===== config.mk =====
export PLATFORM = sky130hd
export DESIGN_NAME = mult_div_unit
export DESIGN_NICKNAME = d
export VERILOG_FILES = /design/src/rtl/mult_div_unit.sv
export SDC_FILE = /design/constraint.sdc
export NUM_CORES = 1
export LEC_CHECK = 0
export ABC_AREA = 1
export CAP_MARGIN = 30
export CORE_MARGIN = 2
export CORE_UTILIZATION = 50
export DETAILED_ROUTE_END_ITERATION = 7
export PLACE_DENSITY = 0.69
export RECOVER_POWER = 100
export SLEW_MARGIN = 40
export SYNTH_ARGS = -nofsm -noshare
export SYNTH_HDL_FRONTEND = slang
export SYNTH_SLANG_ARGS = --single-unit

===== constraint.sdc =====
create_clock -name clk -period 10 [get_ports clk]
set_input_delay 1.5 -clock clk [delete_from_list [all_inputs] [get_ports clk]]
set_output_delay 1.5 -clock clk [all_outputs]
set_load 0.05 [all_outputs]

===== src/rtl/mult_div_unit.sv =====
// Iterative MIPS multiply/divide unit: radix-2 shift-add multiply and restoring divide
// into the architectural HI/LO registers, plus MTHI/MTLO writes while idle.
module mult_div_unit #(
    parameter int unsigned WIDTH = 32,
    parameter int unsigned CNT_W = 6
) (
    input  logic             clk,
    input  logic             rst,
    input  logic             start,
    input  logic [1:0]       op,
    input  logic [WIDTH-1:0] srcA,
    input  logic [WIDTH-1:0] srcB,
    input  logic             mthi,
    input  logic             mtlo,
    output logic             busy,
    output logic             done,
    output logic [WIDTH-1:0] hi,
    output logic [WIDTH-1:0] lo
);

    localparam int unsigned W1 = WIDTH + 1;
    localparam int unsigned W2 = WIDTH + 2;
    localparam int unsigned WP = 2 * WIDTH;
    localparam logic [CNT_W-1:0] LAST_CNT = CNT_W'(WIDTH - 1);

    typedef enum logic [1:0] {
        S_IDLE = 2'd0,
        S_CALC = 2'd1,
        S_FIX  = 2'd2
    } state_e;

    state_e            r_state, w_state_nxt;
    logic              r_is_div, w_is_div_nxt;
    logic              r_b_zero, w_b_zero_nxt;
    logic              r_neg_q, w_neg_q_nxt;
    logic              r_neg_r, w_neg_r_nxt;
    logic [WIDTH-1:0]  r_a, w_a_nxt;
    logic [WIDTH-1:0]  r_mag_a, w_mag_a_nxt;
    logic [WIDTH-1:0]  r_mag_b, w_mag_b_nxt;
    logic [CNT_W-1:0]  r_cnt, w_cnt_nxt;
    logic [WP-1:0]     r_acc, w_acc_nxt;
    logic [W1-1:0]     r_rem, w_rem_nxt;
    logic              r_busy, w_busy_nxt;
    logic              r_done, w_done_nxt;
    logic [WIDTH-1:0]  r_hi, w_hi_nxt;
    logic [WIDTH-1:0]  r_lo, w_lo_nxt;

    // Operand magnitudes; MULTU/DIVU (op[0]=1) treat both operands as unsigned
    logic              w_sign_a, w_sign_b;
    logic [WIDTH-1:0]  w_in_mag_a, w_in_mag_b;
    assign w_sign_a   = ~op[0] & srcA[WIDTH-1];
    assign w_sign_b   = ~op[0] & srcB[WIDTH-1];
    assign w_in_mag_a = w_sign_a ? -srcA : srcA;
    assign w_in_mag_b = w_sign_b ? -srcB : srcB;

    // Multiply step: conditionally add multiplicand into the upper half, then shift right
    logic [W1-1:0]     w_madd;
    assign w_madd = {1'b0, r_acc[WP-1:WIDTH]} + {1'b0, (r_acc[0] ? r_mag_a : WIDTH'(0))};

    // Divide step: shift next dividend bit into the partial remainder and trial-subtract
    logic [W2-1:0]     w_trial, w_diff;
    logic              w_ge;
    assign w_trial = {r_rem, r_acc[WIDTH-1]};
    assign w_diff  = w_trial - W2'(r_mag_b);
    assign w_ge    = (w_trial >= W2'(r_mag_b));

    logic [WP-1:0]     w_prod;
    logic [WIDTH-1:0]  w_quo, w_rmd;
    assign w_prod = r_neg_q ? -r_acc : r_acc;
    assign w_quo  = r_neg_q ? -r_acc[WIDTH-1:0] : r_acc[WIDTH-1:0];
    assign w_rmd  = r_neg_r ? -r_rem[WIDTH-1:0] : r_rem[WIDTH-1:0];

    always_ff @(posedge clk or posedge rst) begin
        if (rst) r_state <= S_IDLE;
        else     r_state <= w_state_nxt;
    end

    always_comb begin
        w_state_nxt = r_state;
        case (r_state)
            S_IDLE:  if (start) w_state_nxt = S_CALC;
            S_CALC:  if (r_cnt == LAST_CNT) w_state_nxt = S_FIX;
            S_FIX:   w_state_nxt = S_IDLE;
            default: w_state_nxt = S_IDLE;
        endcase
    end

    always_comb begin
        w_is_div_nxt = r_is_div;
        w_b_zero_nxt = r_b_zero;
        w_neg_q_nxt  = r_neg_q;
        w_neg_r_nxt  = r_neg_r;
        w_a_nxt      = r_a;
        w_mag_a_nxt  = r_mag_a;
        w_mag_b_nxt  = r_mag_b;
        w_cnt_nxt    = r_cnt;
        w_acc_nxt    = r_acc;
        w_rem_nxt    = r_rem;
        w_hi_nxt     = r_hi;
        w_lo_nxt     = r_lo;
        w_done_nxt   = 1'b0;
        w_busy_nxt   = (w_state_nxt != S_IDLE);
        case (r_state)
            S_IDLE: begin
                if (start) begin
                    w_is_div_nxt = op[1];
                    w_b_zero_nxt = (srcB == '0);
                    w_neg_q_nxt  = w_sign_a ^ w_sign_b;
                    w_neg_r_nxt  = w_sign_a;
                    w_a_nxt      = srcA;
                    w_mag_a_nxt  = w_in_mag_a;
                    w_mag_b_nxt  = w_in_mag_b;
                    w_cnt_nxt    = '0;
                    w_rem_nxt    = '0;
                    w_acc_nxt    = op[1] ? {WIDTH'(0), w_in_mag_a} : {WIDTH'(0), w_in_mag_b};
                end else begin
                    if (mthi) w_hi_nxt = srcA;
                    if (mtlo) w_lo_nxt = srcA;
                end
            end
            S_CALC: begin
                w_cnt_nxt = r_cnt + CNT_W'(1);
                if (r_is_div) begin
                    w_rem_nxt = W1'(w_ge ? w_diff : w_trial);
                    w_acc_nxt = {r_acc[WP-1:WIDTH], r_acc[WIDTH-2:0], w_ge};
                end else begin
                    w_acc_nxt = {w_madd, r_acc[WIDTH-1:1]};
                end
            end
            S_FIX: begin
                w_done_nxt = 1'b1;
                if (!r_is_div) begin
                    w_hi_nxt = w_prod[WP-1:WIDTH];
                    w_lo_nxt = w_prod[WIDTH-1:0];
                end else if (r_b_zero) begin
                    w_hi_nxt = r_a;
                    w_lo_nxt = '1;
                end else begin
                    w_hi_nxt = w_rmd;
                    w_lo_nxt = w_quo;
                end
            end
            default: ;
        endcase
    end

    always_ff @(posedge clk or posedge rst) begin
        if (rst) begin
            r_is_div <= 1'b0;
            r_b_zero <= 1'b0;
            r_neg_q  <= 1'b0;
            r_neg_r  <= 1'b0;
            r_a      <= '0;
            r_mag_a  <= '0;
            r_mag_b  <= '0;
            r_cnt    <= '0;
            r_acc    <= '0;
            r_rem    <= '0;
            r_busy   <= 1'b0;
            r_done   <= 1'b0;
            r_hi     <= '0;
            r_lo     <= '0;
        end else begin
            r_is_div <= w_is_div_nxt;
            r_b_zero <= w_b_zero_nxt;
            r_neg_q  <= w_neg_q_nxt;
            r_neg_r  <= w_neg_r_nxt;
            r_a      <= w_a_nxt;
            r_mag_a  <= w_mag_a_nxt;
            r_mag_b  <= w_mag_b_nxt;
            r_cnt    <= w_cnt_nxt;
            r_acc    <= w_acc_nxt;
            r_rem    <= w_rem_nxt;
            r_busy   <= w_busy_nxt;
            r_done   <= w_done_nxt;
            r_hi     <= w_hi_nxt;
            r_lo     <= w_lo_nxt;
        end
    end

    assign busy = r_busy;
    assign done = r_done;
    assign hi   = r_hi;
    assign lo   = r_lo;

endmodule


# After elaboration in Yosys (flattened, before gate mapping)
# Cells that the tools add are included.
op_classes:
  add_sub_neg: 8
  n_mul: 0
  div_mod_pow: 0
  order_cmp: 1
  n_eq_ne: 9
  shifts: 0
  n_mux: 30
  bitwise_logic: 4
  reduce_logical: 11
ops:
  columns: ["operator", "count"]
  rows:
  - ["$mux W32", 14]
  - ["$mux W64", 3]
  - ["$neg A32 Y32", 4]
  - ["$pmux W32 S2", 2]
  - ["$pmux W64 S2", 1]
  - ["$mux W33", 3]
  - ["$pmux W33 S2", 1]
  - ["$neg A64 Y64", 1]
  - ["$ge A34 B32 Y1", 1]
  - ["$add A32 B32 Y33", 1]
  - ["$sub A33 B32 Y33", 1]
  - ["$logic_not A32 Y1", 1]
  - ["$ne A2 B2 Y1 const B", 6]
  - ["$pmux W6 S2", 1]
  - ["$reduce_and A3 Y1", 4]
  - ["$add A6 B1 Y6 const B", 1]
  - ["$eq A6 B5 Y1 const B", 1]
  - ["$mux W6", 1]
  - ["$reduce_bool A2 Y1", 3]
  - ["$mux W2", 2]
  - ["$pmux W2 S2", 1]
  - ["$reduce_and A2 Y1", 2]
  - ["$and A1 B1 Y1", 2]
  - ["$eq A2 B1 Y1 const B", 1]
  - ["other kinds (5)", 5]
word_totals:
  ff_bits: 271
  latchBits: 0
  mem_bits_rw: 0
  rom_bits: 0
  out_inout_bits: 66
  elab_cells: 79
  mem_count: 0

# Depth between registers and ports, before layout
# Gate-level depths: netlist of the first run.
depth:
  word_depth: 6
  mapped_depth: 18

# Worst setup path after synthesis of the first run
# Ideal clock, no wire load.
synth_timing:
  path_type: "input -> register"
  startpoint: "in srcA[1]"
  endpoint: "reg r_acc[18]"
  setup_time_ps: 77
  arrival_ps: 2676
  required_ps: 9923
  slack_ps: 7247
  cell_stages: 12
  path_buffers: 0
  path_cell_list: "inv_1 > ha_1 > nand2_1 > nor2_1 > nand2_1 > nor2_1 > nand3_1 > nand2_1 > nand2_1 > nand3_1 > nand3_1 > a21oi_1"
synth_between:
  elab_chain_cells: 5
synth_lines:
  columns: ["element", "line", "rtl"]
  rows:
  - ["start: declaration", "11", "input logic [WIDTH-1:0] srcA,"]
  - ["$neg A32 Y32", "53", "assign w_in_mag_a = w_sign_a ? -srcA : srcA;"]
  - ["$mux W32", "53", null]
  - ["$mux W32", "115", "w_acc_nxt = op[1] ? {WIDTH'(0), w_in_mag_a} : {WIDTH'(0), w_in_mag_b};"]
  - ["$mux W64", "105", "if (start) begin"]
  - ["$pmux W64 S2", "103", "case (r_state)"]
  - ["end signal: assignment", "172", "r_acc <= w_acc_nxt;"]
  - ["end: declaration", "41", "logic [WP-1:0] r_acc, w_acc_nxt;"]
# No other way between the ends. The select of a mux whose other input is x is not followed.
# A chain may end at the register's enable or synchronous reset.

# Final worst setup path of the first run
layout_timing:
  startpoint: "in start"
  endpoint: "reg r_acc[35]"
layout_between:
  elab_chain_cells: 2
layout_lines:
  columns: ["element", "line", "rtl"]
  rows:
  - ["start: declaration", "9", "input logic start,"]
  - ["$ne A2 B2 Y1 (no source line)", null, null]
  - ["$reduce_and A3 Y1 (no source line)", null, null]
# No other way between the ends.

==> results of run 1 <==
==> path summary, 6_finish.rpt <==
check / start / to / cells past startpoint / slack, ns
hold reg to reg: r_a[20] / r_a[20] / 2 / 0.48
setup reg to reg: r_state[0] / r_acc[35] / 8 / 4.52
setup / recovery: start / r_acc[35] / 8 / 3.57
hold / removal: r_a[20] / r_a[20] / 2 / 0.48
min in group asynchronous: rst / r_mag_b[21] / 2 / 1.81
max in group asynchronous: rst / r_mag_a[11] / 3 / 4.43
==> area by class of cell <==
cell class	count	area, sq um
antenna	1	2.50
clock buffer	40	880
clock inverter	18	194
fill	4512	19000
inverter	475	1780
multi-input combinational	2721	13200
sequential	270	6760
tap	592	741
timing repair buffer	155	1530
==> synth_stat cells (all sizes together), types with 3 or more instances <==
library cell | instances | share of area (%)
nor2 | 476 | 8.4
o211ai | 32 | 1.1
a221oi | 27 | 1.1
a22oi | 11 | 0.37
o22ai | 10 | 0.28
a31oi | 39 | 1.1
buf | 42 | 1.0
dfrtp | 270 | 30
nand2 | 1069 | 18
or2 | 4 | 0.11
and2 | 3 | 0.084
ha | 69 | 3.9
o21bai | 15 | 0.51
inv | 474 | 8.0
xnor2 | 18 | 0.71
o221ai | 6 | 0.24
nor3 | 34 | 0.85
o31ai | 7 | 0.24
a21oi | 143 | 3.3
xor2 | 41 | 1.6
o21ai | 278 | 6.3
nand4 | 42 | 1.2
a21o | 3 | 0.10
clkbuf | 89 | 1.5
a21boi | 3 | 0.10
o21a | 3 | 0.10
nand3 | 366 | 8.5
and3 | 4 | 0.11
nand3b | 9 | 0.36
==> stage by stage <==
step,worst slack [ns],cell area [sq um],power (mW),std cells,hold slack (ns)
3_5_place_dp,5.45,24000,8.07,4211,0.467
2_1_floorplan,1.06,22200,6.14,3597,0.448
4_1_cts,6.10,25100,9.31,4269,0.483
3_3_place_gp,5.41,24000,7.98,4211,0.464
6_report,3.57,25100,9.42,4272,0.482
5_1_grt,3.21,25100,10.0,4271,0.509
==> placed cells by master (no fill, tap or decap), drive strengths merged, types with 68 or more instances in the layout <==
cell type / netlist / layout
o21ai: 278 / 278
dfrtp: 270 / 270
nor2: 476 / 476
nand3: 366 / 366
nand2: 1069 / 1069
a21oi: 143 / 143
inv: 474 / 473
ha: 69 / 69
clkdlybuf4s50: 0 / 68
dlygate4sd3: 0 / 68
==> worst min-delay path, cell delays in order (launching register included) <==
cell,delay [ns]
dfrtp_1,0.34
nand2_1,0.06
nand2_1,0.05
==> sequential cells by signal (all words and copies together), names as in the netlist <==
register,count
r_acc,64
hi,32
done,1
r_is_div,1
r_cnt,6
r_mag_a,31
lo,32
r_state,2
r_mag_b,32
r_neg_q,1
r_rem,33
busy,1
r_neg_r,1
r_a,32
r_b_zero,1
==> layer usage <==
layer / track usage, % / vias up / part of all wire, %
met5: 0 / - / 0
met4: 17.8 / 0 / 5.4
met3: 8.70 / 220 / 10
met2: 59.7 / 1376 / 43
met1: 55.0 / 11963 / 42
li1: - / 11759 / -
==> report_power, final <==
| group | switching, mW | leakage (nW) | internal [mW] | total, mW |
|---|---|---|---|---|
| clock network | 0.523 | 0.539 | 0.701 | 1.22 |
| registers | 0.628 | 3.28 | 1.63 | 2.26 |
| logic | 4.12 | 8.91 | 1.82 | 5.94 |
==> cells by family after synthesis <==
logic type | count (synthesis) | share of synthesized area, %
DFF | 270 | 30.4
buffers and inverters | 606 | 10.5
AOI/OAI and AO/OA | 581 | 14.8
and+or+nand+nor | 2010 | 37.9
xor gates and xnor gates | 59 | 2.32
adders and majority gates | 71 | 4.06
==> results by group, run 1 <==
Outcome
  • Outcome: complete, but fails checks
  • Failing checks: max-capacitance violations, max-slew violations

Timing
  • Min cycle time layout: 6.43 ns
  • RSZ-0062 raised after global routing: no
  • Achievable clock frequency: 156 MHz
  • Final Max Slew Viols: ~300
  • Setup_tns: 0 ns
  • Tightest Pin Transition: about 3.2 ns
  • Hold Vio Cnt, Final: 0
  • Setup Skew: 0.0282 ns
  • Final setup fails: 0
  • Period Utilization, post-route: 64.3%
  • Relative slew margins: -116%

Setup path
  • Crit. End Element: flip-flop
  • Slowest-stage cell, CP: nand2_1
  • CP Launch Type: primary input
  • CP arrival: 6.93 ns
  • Req. time, crit path: 10.50 ns
  • Family with the most delay on the worst path: buffers and inverters
  • WS Path Type: primary input to flip-flop
  • CP Cell Sequence: dlygate4sd3_1 -> nand2_1 -> clkinv_1 -> buf_6 -> nor2_1 -> clkbuf_1 -> inv_1 -> o22ai_1
  • CP Max Fanout: 109
  • Slowest stage delay, CP: 2.24 ns
  • CP Buf/Inv Count: 5

Die
  • Die ar.: 0.0462 sq mm
  • Die Y-Extent: 215 um
  • Placement Rows: 77
  • Die width: 215 um
  • I/O pin count: 137
  • Starting Density: 50.5%
  • Core area: 0.0440 sq mm

Detailed routing
  • Drt pass-1 iters: 8
  • Post-route ant nets: 0
  • Post-Route WL: around 94000 um
  • Avg WL per Cell: 22.1 um
  • Drt drc: 0
  • DRT iter0 DRCs: approximately 3600
  • Routed via count divided by cell count: around 5.9
  • Total number of vias: approximately 25000

Final layout
  • # nets final: 3796
  • Share of cells above drive strength 1: around 4.0%
  • Final Util: 56.9%
  • Layout Area Growth over Synthesis: 12.6%

Clock network
  • Clock Latency Late Sink: 0.62 ns
  • Sink Count: between 200 and 300
  • Post-CTS Setup Bufs: 0
  • Clock-pin slew on the worst setup and hold paths: ~0.06 ns
  • H-Tree Depth: 1
  • CTS hold repair buffers: 0
  • Longest Clk Path Bufs: 3
  • CTS tree: done
  • Inserted Clock Buffers: 31
  • CTS root buf: clkbuf_16
  • Resize count post-CTS: 0

Power and ir drop
  • Power Density: 376 mW/mm^2
  • Maximum vdd drop: approximately 0.37 mV
  • Leak Pwr: 12.7 nW

Global route
  • GRT Resource Usage Total: 39.8%
  • Largest net degree at the start of global routing: 139
  • First-pass GRT wire length: 141000 um
  • Overflow after GRT: 0
  • Number of global-route vias before repair: 23231
  • Antenna violations before repair: 0

Yosys
  • Ys async rst share: 100%
  • Synthesis warning total: 0
  • Syn nets: 3739
  • Count of cell types in the netlist: 55
  • Syn avg cell area: 6.18 sq um
  • Synthesis-stage register bit count: 270
  • EDFF count, synth: 0
  • Cell count after synthesis: 3597
  • Post-synthesis sequential area ratio: 30.4%
  • Most used flip-flop cell after synthesis: dfrtp_1
  • Mapped Area: 0.0222 sq mm

Place
  • Dpl hpwl: between 70000 and 80000 um
  • IO buf count: 136
  • Placer Congestion: roughly 1

Hold path
  • Hold crit path type: flip-flop to flip-flop

Flow run
  • Max_cap viols: 5
(Power assumes the default switching activity.)
==> run 2: changes to the inputs <==
==> constraint.sdc (replaced) <==
create_clock -name clk -period 6.3 [get_ports clk]
set_input_delay 0.945 -clock clk [delete_from_list [all_inputs] [get_ports clk]]
set_output_delay 0.945 -clock clk [all_outputs]
set_load 0.05 [all_outputs]
==> results by group, run 2 (synthesized netlist as in run 1, its figures left out) <==
Outcome
  • Outcome: complete, but fails checks
  • Failing checks: max-capacitance violations, max-slew violations

Timing
  • Tightest Pin Transition: a little over 3 ns
  • RSZ-0062 raised after global routing: no
  • Period Utilization, post-route: 74.7%
  • Fin Hold WS: 0.480 ns
  • Min cycle time layout: 4.71 ns
  • Achievable clock frequency: 212 MHz
  • Hold Vio Cnt, Final: 0
  • Final setup fails: 0
  • Final Max Slew Viols: 385
  • Setup Skew: roughly 0.016 ns
  • Relative slew margins: -101%
  • Setup_tns: 0 ns

Setup path
  • WS Path Type: primary input to flip-flop
  • CP Launch Type: primary input
  • Req. time, crit path: 6.75 ns
  • Crit. End Element: flip-flop
  • CP arrival: 5.16 ns
  • CP Max Fanout: 51

Die
  • Core area: 0.0440 sq mm
  • I/O pin count: 137
  • Starting Density: between 50% and 60%
  • Placement Rows: 77
  • Die width: 215 um
  • Die Y-Extent: 215 um
  • Die ar.: 0.0462 sq mm

Detailed routing
  • Drt pass-1 iters: 8
  • Post-route ant nets: 0
  • Drt drc: 0
  • Avg WL per Cell: 22.1 um
  • Total number of vias: 25523
  • Routed via count divided by cell count: ~6.0
  • Post-Route WL: 94600 um
  • DRT iter0 DRCs: 3386

Global route
  • GRT Resource Usage Total: 40.4%
  • Largest net degree at the start of global routing: approximately 90
  • First-pass GRT wire length: 142000 um
  • Overflow after GRT: 0
  • Number of global-route vias before repair: 23358
  • Antenna violations before repair: 2

Clock network
  • Clock-pin slew on the worst setup and hold paths: ~0.060 ns
  • Longest Clk Path Bufs: 3
  • Resize count post-CTS: 0
  • H-Tree Depth: 2
  • CTS hold repair buffers: 0
  • CTS tree: done
  • Inserted Clock Buffers: 34
  • Post-CTS Setup Bufs: 0
  • Clock Latency Late Sink: 0.57 ns
  • Sink Count: 270
  • CTS root buf: clkbuf_16

Place
  • IO buf count: 136
  • Dpl hpwl: 74500 um
  • Placer Congestion: 1.04

Final layout
  • Leading cell type in the layout, fill and taps excluded: nand2_1
  • Max reg flops: 64
  • Commonest non-fill, non-tap cells in the layout: 1058 x nand2_1, 458 x nor2_1, 448 x inv_1
  • Largest registers: r_acc (64), r_rem (33)
  • # nets final: 3800
  • Most flops, register: r_acc
  • Antenna diodes: 0
  • Share of cells above drive strength 1: 4.10%
  • Layout Area Growth over Synthesis: 13.0%

Hold path
  • Hold crit path type: flip-flop to flip-flop

Power and ir drop
  • Leak Pwr: 12.8 nW
  • Power Density: around 600 mW/mm^2
  • Maximum vdd drop: 0.534 mV

Flow run
  • Max_cap viols: 7
[run 2: final cells by class]
cell class                      count  area (sq um)
Clock buffer                       42           951
Fill cell                        4439         18900
Inverter                          475          1780
Clock inverter                     20           244
Tap cell                          592           741
Multi-Input combinational cell   2721         13200
Sequential cell                   270          6760
Timing Repair Buffer              156          1500
[run 2: final timing paths]
kind                            cells past startpoint    endpoint  slack [ns]       start
worst max-delay path                                7   r_acc[32]        1.59       start
worst min-delay path                                2  r_mag_a[3]        0.48  r_mag_a[3]
worst max register to register                      7   r_acc[32]        2.04  r_state[1]
worst min register to register                      2  r_mag_a[3]        0.48  r_mag_a[3]
max in group asynchronous                           4     r_neg_r        2.35         rst
min in group asynchronous                           2   r_acc[55]        0.78         rst
[run 2: report_power, final]
part	internal, mW	switching (mW)
clock network	1.25	0.867
registers	2.59	1.05
logic	2.89	6.49
total	6.73	8.41
[run 2: per-stage QoR]
step / cell area [sq um] / utilization (%) / std cells / worst slack, ns / power, mW
after global routing: 25100 / 57.1 / 4276 / 1.37 / 16.2
after detailed placement: 24000 / 54.5 / 4214 / 2.59 / 12.8
after global placement: 24000 / 54.4 / 4214 / 2.39 / 12.6
after floorplan: 22300 / - / 3597 / 1.79 / 9.75
after CTS: 25200 / 57.2 / 4276 / 2.92 / 15.0
final: 25100 / 57.1 / 4276 / 1.59 / 15.1
[run 2: critical path, stage by stage]
cell           delay [ns]
dlygate4sd3_1        0.57
nand2_1              1.13
inv_1                0.22
nor2_1               0.33
clkbuf_1             0.90
inv_1                0.65
o22ai_1              0.38
[run 2: metal layers]
metal  global-route usage (%)  vias to the layer above  share of wire, %
met5                        0                        -             0.012
met4                     19.4                        2               5.5
met3                     8.11                      228                11
met2                     60.2                     1511                42
met1                     56.0                    11983                41
li1                         -                    11799                 -
